## config.mk

```make
export PLATFORM = sky130hd
export DESIGN_NAME = shadowmask_ctrl
export DESIGN_NICKNAME = d
export VERILOG_FILES = /design/src/rtl/shadowmask_pkg.sv /design/src/rtl/shadowmask_bank.sv /design/src/rtl/shadowmask_ctrl.sv
export SDC_FILE = /design/constraint.sdc
export NUM_CORES = 1
export LEC_CHECK = 0
export ABC_CLOCK_PERIOD_IN_PS = 4300
export CORE_MARGIN = 2
export CORE_UTILIZATION = 45
export CTS_BUF_LIST = sky130_fd_sc_hd__clkbuf_4
export DETAILED_ROUTE_END_ITERATION = 8
export PLACE_DENSITY = 0.63
export SYNTH_ARGS = -nofsm -noshare
export SYNTH_HDL_FRONTEND = slang
export SYNTH_SLANG_ARGS = --single-unit
```

## constraint.sdc

```tcl
create_clock -name clk -period 4.3 [get_ports clk]
set_input_delay 0.43 -clock clk [delete_from_list [all_inputs] [get_ports clk]]
set_output_delay 0.43 -clock clk [all_outputs]
set_load 0.01 [all_outputs]
```

## src/rtl/shadowmask_pkg.sv

```systemverilog
// Shared types and constants for the shadow-mask runtime controller.
package shadowmask_pkg;

    typedef enum logic [1:0] {
        IDLE,
        PEND,
        SWAP
    } ctrl_state_t;

    localparam logic [5:0] GEOM_ADDR = 6'h20;

    localparam logic [2:0] R = 3'b100;
    localparam logic [2:0] G = 3'b010;
    localparam logic [2:0] B = 3'b001;

endpackage

```

## src/rtl/shadowmask_bank.sv

```systemverilog
// One pattern bank: 2^(HBITS+VBITS) cells of RGB enables plus its geometry register.
module shadowmask_bank #(
    parameter int HBITS = 3,
    parameter int VBITS = 2
) (
    input  logic                   clk,
    input  logic                   reset,
    input  logic                   we_cell,
    input  logic                   we_geom,
    input  logic [HBITS+VBITS-1:0] wr_idx,
    input  logic [4:0]             wr_data,
    input  logic [HBITS+VBITS-1:0] rd_idx,
    output logic [2:0]             rd_rgb,
    output logic [HBITS-1:0]       width_m1,
    output logic [VBITS-1:0]       height_m1
);

    localparam int DEPTH = 1 << (HBITS + VBITS);

    // Pattern cells are deliberately left unreset so they map onto LUT RAM.
    logic [2:0] cells [DEPTH];

    always_ff @(posedge clk) begin
        if (we_cell) begin
            cells[wr_idx] <= wr_data[2:0];
        end
    end

    assign rd_rgb = cells[rd_idx];

    always_ff @(posedge clk or posedge reset) begin
        if (reset) begin
            width_m1  <= '0;
            height_m1 <= '0;
        end else if (we_geom) begin
            width_m1  <= wr_data[HBITS-1:0];
            height_m1 <= wr_data[3 +: VBITS];
        end
    end

endmodule

```

## src/rtl/shadowmask_ctrl.sv

```systemverilog
// Shadow-mask runtime controller: double-buffered pattern, pixel phase tracking,
// frame-synchronous bank swap and a single registered output stage.
module shadowmask_ctrl #(
    parameter int HBITS = 3,
    parameter int VBITS = 2
) (
    input  logic       clk,
    input  logic       reset,
    input  logic       wr_en,
    input  logic [5:0] wr_addr,
    input  logic [7:0] wr_data,
    input  logic       commit,
    input  logic       enable,
    input  logic       hs_in,
    input  logic       vs_in,
    input  logic       de_in,
    output logic [2:0] mask_rgb,
    output logic       mask_en,
    output logic       hs_out,
    output logic       vs_out,
    output logic       de_out,
    output logic       pending
);

    import shadowmask_pkg::*;

    localparam int AW = HBITS + VBITS;

    ctrl_state_t      state;
    logic             active_bank;
    logic             active_valid;
    logic             old_hs;
    logic             old_vs;
    logic             hs_fall;
    logic             vs_fall;
    logic [HBITS-1:0] hcount;
    logic [VBITS-1:0] vcount;

    logic             wr_ok;
    logic             we_cell;
    logic             we_geom;
    logic [AW-1:0]    wr_idx;
    logic [AW-1:0]    rd_idx;

    logic [2:0]       rgb_b0;
    logic [2:0]       rgb_b1;
    logic [HBITS-1:0] wm1_b0;
    logic [HBITS-1:0] wm1_b1;
    logic [VBITS-1:0] hm1_b0;
    logic [VBITS-1:0] hm1_b1;

    logic [2:0]       act_rgb;
    logic [HBITS-1:0] width_m1;
    logic [VBITS-1:0] height_m1;
    logic             en_next;
    logic             unused_wr_bits;

    assign hs_fall = old_hs & ~hs_in;
    assign vs_fall = old_vs & ~vs_in;

    assign wr_ok   = wr_en & ~pending;
    assign we_cell = wr_ok & ~wr_addr[5];
    assign we_geom = wr_ok & (wr_addr == GEOM_ADDR);
    assign wr_idx  = {wr_addr[3 +: VBITS], wr_addr[0 +: HBITS]};
    assign rd_idx  = {vcount, hcount};

    assign unused_wr_bits = ^wr_data[7:5];

    // Host writes only ever land in the bank that is not being displayed.
    shadowmask_bank #(.HBITS(HBITS), .VBITS(VBITS)) u_bank0 (
        .clk       (clk),
        .reset     (reset),
        .we_cell   (we_cell & active_bank),
        .we_geom   (we_geom & active_bank),
        .wr_idx    (wr_idx),
        .wr_data   (wr_data[4:0]),
        .rd_idx    (rd_idx),
        .rd_rgb    (rgb_b0),
        .width_m1  (wm1_b0),
        .height_m1 (hm1_b0)
    );

    shadowmask_bank #(.HBITS(HBITS), .VBITS(VBITS)) u_bank1 (
        .clk       (clk),
        .reset     (reset),
        .we_cell   (we_cell & ~active_bank),
        .we_geom   (we_geom & ~active_bank),
        .wr_idx    (wr_idx),
        .wr_data   (wr_data[4:0]),
        .rd_idx    (rd_idx),
        .rd_rgb    (rgb_b1),
        .width_m1  (wm1_b1),
        .height_m1 (hm1_b1)
    );

    assign act_rgb   = active_bank ? rgb_b1 : rgb_b0;
    assign width_m1  = active_bank ? wm1_b1 : wm1_b0;
    assign height_m1 = active_bank ? hm1_b1 : hm1_b0;

    always_ff @(posedge clk or posedge reset) begin
        if (reset) begin
            state        <= IDLE;
            pending      <= 1'b0;
            active_bank  <= 1'b0;
            active_valid <= 1'b0;
        end else begin
            case (state)
                IDLE: begin
                    if (commit) begin
                        state   <= PEND;
                        pending <= 1'b1;
                    end
                end
                PEND: begin
                    if (vs_fall) begin
                        state <= SWAP;
                    end
                end
                SWAP: begin
                    active_bank  <= ~active_bank;
                    active_valid <= 1'b1;
                    pending      <= 1'b0;
                    state        <= IDLE;
                end
                default: begin
                    state   <= IDLE;
                    pending <= 1'b0;
                end
            endcase
        end
    end

    // A shrunken geometry only bites at the next wrap/sync; counts past it roll over.
    always_ff @(posedge clk or posedge reset) begin
        if (reset) begin
            old_hs <= 1'b0;
            old_vs <= 1'b0;
            hcount <= '0;
            vcount <= '0;
        end else begin
            old_hs <= hs_in;
            old_vs <= vs_in;
            if (state == SWAP) begin
                hcount <= '0;
                vcount <= '0;
            end else begin
                if (hs_fall || hcount == width_m1) begin
                    hcount <= '0;
                end else begin
                    hcount <= hcount + 1'b1;
                end
                if (vs_fall) begin
                    vcount <= '0;
                end else if (hs_fall) begin
                    vcount <= (vcount == height_m1) ? '0 : vcount + 1'b1;
                end
            end
        end
    end

    assign en_next = enable & active_valid;

    always_ff @(posedge clk or posedge reset) begin
        if (reset) begin
            mask_rgb <= '0;
            mask_en  <= 1'b0;
            hs_out   <= 1'b0;
            vs_out   <= 1'b0;
            de_out   <= 1'b0;
        end else begin
            mask_rgb <= en_next ? act_rgb : '0;
            mask_en  <= en_next;
            hs_out   <= hs_in;
            vs_out   <= vs_in;
            de_out   <= de_in;
        end
    end

endmodule

```

==> flow_summary_export.csv <==
group,metric,value,unit
run_status,outcome,"completed",
sta,maxSlewHeadroom,19.55,%
drt,antenna_left,0,
die,die_y,144.4,µm
pwr,vdd_ir_drop_max,0.1718,mV
cells_and_area,drive_gt1_share,26.41,%
sta,final-max-slew-violation-count,0,
setup_path,cp-end-kind,"flip-flop",
place,place_inst,767,
cts,clock_latency,650,ps
cells_and_area,area.growth.synth_to_final,13.54,%
setup_path,cp_max_fo,31,
yosys,synth_edf_count,192,
cts,cts.path.max_buffers,3,
setup_path,cp.required,4810,ps
grt,grt_pass1_wl,28.10,mm
grt,grt_max_degree,67,
grt,antenna_found_initial,1,
grt,grt_pass1_vias,4937,
yosys,seq_area_frac_synth,72.63,%
setup_path,critPathArrivalTime,3200,ps
die,rows,51,
worst_hold_path,hold_path_class,"in2reg",
setup_path,worstReg2RegStart,"hcount[0]$_DFF_PP0_",
sta,max_freq,370.8,MHz
pwr,power_per_cell_area,473.9,nW/µm²
pwr,p_total,4.772,mW
grt,grtUsageTotal,18.41,%
grt,grt_overflow,0,
sta,hold_viol,0,
yosys,ys_async_sr_fraction,12.33,%
cells_and_area,final_design_area_no_fill,10070,µm²
job,cap_viol_max_count,0,
die,io_pins,30,
die,die_x,144.4,µm
drt,num_vias,4641,
sta,whs,235.2,ps
yosys,synth_nets,519,
cts,clkSinkCount,219,
drt,vias_per_cell,5.347,
die,initial_utilization,45.72,%
sta,period_share,62.72,%
cts,cts_buffers,55,
cells_and_area,final_util,51.91,%
yosys,ys.warnings.count,0,
setup_path,critPathLaunchType,"flip-flop",
drt,wl,17.88,mm
setup_path,critPathKind,"reg2reg",
sta,period_minus_slack,2697,ps
yosys,syn-cell-area,8869,µm²
worst_hold_path,hold_depth,1,
drt,routedWlPerCell,20.60,µm
drt,drc_errors,0,
yosys,ys_types,41,
yosys,syn-mean-instance-area,17.88,µm²
die,core,19400,µm²
yosys,syn_inst,496,
sta,fin_worst_skew,17.09,ps
cts,ctsHoldBuffers,0,
yosys,ys_ff_latch,219,
cts,post-cts-setup-buffer-count,0,
die,die-area,20850,µm²
cts,cts-root-buf,"clkbuf_4",
place,post-dp-hpwl,10.99,mm
cts,cts_tree,"yes",
setup_path,r2r_cells,6,
setup_path,ff2ff_setup_slack,1600,ps
sta,rsz0062_at_grt,"no",
sta,worst_slack,1603,ps
sta,worstMarginPinSlew,1207,ps
sta,final.setup.tns,0,ps
place,post-place-ws,1430,ps
worst_hold_path,hold_path.startpoint,"de_in",
yosys,synthFlopType,"edfxtp_1",
cts,cts_resized,0,
drt,dr.pass1.iters,5,
place,gp_congestion,0.7654,
cells_and_area,nets,582,
cts,cts_max_level,2,
setup_path,reg2reg_to,"mask_rgb[1]$_DFF_PP0_",
pwr,p_leak,3.258,nW
worst_hold_path,hold_path_end,"de_out$_DFF_PP0_",
cts,cts.reportedPaths.clkPinSlew,70,ps
cells_and_area,fin_cells,868,
place,dpl-instance-area,9373,µm²
drt,drtIter0Drc,352,
place,numPortBuffers,26,
sta,setup_viol,0,
layout by cell type, fill, tap and decap left out, types with 2 or more instances in the layout:
master and n:
mux2_4 5, nand2b_1 8, buf_2 3, a21oi_1 2, dfrtp_1 25, o211ai_1 2, mux2i_1 12, inv_1 6
buf_4 6, nor2_1 74, o31ai_1 4, nor2b_1 6, edfxtp_1 192, nor3_1 7, or3_1 2, nand3b_1 4
clkdlybuf4s50_1 23, xnor2_1 3, nand2_1 17, nor3b_1 2, and2_1 2, mux4_2 49, a311oi_1 2, o22ai_1 5
clkinv_1 19, clkinv_2 3, mux2_2 7, nand3_1 7, a22oi_1 3, or3b_2 3, o21ai_0 3, a31oi_1 4
clkbuf_4 77, xor2_1 4
metal layers:
layer	GRT usage, %	part of all wire, %
met5	0	0
met4	7.001	2.3
met3	4.570	6.0
met2	29.01	48
met1	25.02	43
flip-flops by register name, indices dropped and copies added, names as in the netlist, 2 cells and up:
signal             flops
mask_rgb               3
vcount                 2
u_bank0.width_m1       3
u_bank0.height_m1      2
u_bank1.height_m1      2
hcount                 3
u_bank0.cells         96
u_bank1.cells         96
u_bank1.width_m1       3
state                  2
area by class of cell:
cell class	count	area, µm²
clock buffers	77	578.1
clock inverters	23	116.4
multi-input cells	245	2282
flip-flops and latches	219	6446
inverters	6	22.52
fillers	1629	9329
well taps	265	331.6
repair buffers	32	290.3
diodes	1	2.502
worst max-delay path by stage:
stage / depth (start not counted) / to / from / slack, ps
after floorplan: 8 / u_bank0.height_m1[0]$_DFFE_PP0P_ / wr_addr[3] / 2180
after global placement: 6 / u_bank0.width_m1[0]$_DFFE_PP0P_ / wr_addr[2] / 1470
after detailed placement: 6 / u_bank0.width_m1[0]$_DFFE_PP0P_ / wr_addr[2] / 1430
after CTS: 6 / mask_rgb[1]$_DFF_PP0_ / hcount[0]$_DFF_PP0_ / 1540
after global routing: 6 / mask_rgb[1]$_DFF_PP0_ / hcount[0]$_DFF_PP0_ / 1420
final: 6 / mask_rgb[1]$_DFF_PP0_ / hcount[0]$_DFF_PP0_ / 1600
report_power, final:
part / switching [mW] / internal [mW] / total [mW]
Clock: 0.804 / 0.889 / 1.69
Combinational: 0.267 / 0.328 / 0.595
Sequential: 0.122 / 2.36 / 2.48
cell usage after synthesis, types with 4 or more instances:
| master | instances | area share (%) |
|---|---|---|
| nand2_1 | 17 | 0.72 |
| nand3_1 | 7 | 0.39 |
| clkbuf_1 | 10 | 0.42 |
| mux2_2 | 7 | 0.89 |
| mux4_2 | 49 | 12 |
| o22ai_1 | 5 | 0.35 |
| inv_1 | 6 | 0.25 |
| edfxtp_1 | 192 | 65 |
| xor2_1 | 4 | 0.39 |
| mux2_4 | 5 | 0.85 |
| mux2i_1 | 12 | 1.4 |
| nor2_1 | 74 | 3.1 |
| nand3b_1 | 4 | 0.34 |
| nand2b_1 | 8 | 0.56 |
| o31ai_1 | 4 | 0.34 |
| dfrtp_1 | 27 | 7.6 |
| nor3_1 | 7 | 0.39 |
| a31oi_1 | 4 | 0.28 |
| nor2b_1 | 6 | 0.42 |
| buf_2 | 11 | 0.62 |
critical path, cell delays in order (launching register included):
cell and delay, ps:
dfrtp_4 800, buf_4 380, mux4_2 550, mux2i_1 210
a21oi_1 120, a31oi_1 330, o31ai_1 120
logic make-up (layout without fill, tap and decap cells):
| logic type | Yosys count | after routing | share of synthesized area [%] |
|---|---|---|---|
| multiplexers | 73 | 73 | 15.53 |
| buffers and inverters | 32 | 138 | 1.637 |
| XOR/XNOR | 7 | 7 | 0.6913 |
| adder cells (fa/ha/maj) | 1 | 1 | 0.1411 |
| other | 0 | 1 | 0 |
| AO/OA/AOI/OAI | 30 | 30 | 2.356 |
| flip-flops | 219 | 219 | 72.63 |
| AND/OR/NAND/NOR | 134 | 134 | 7.012 |
Note: power is estimated with default switching activity, not from simulation.
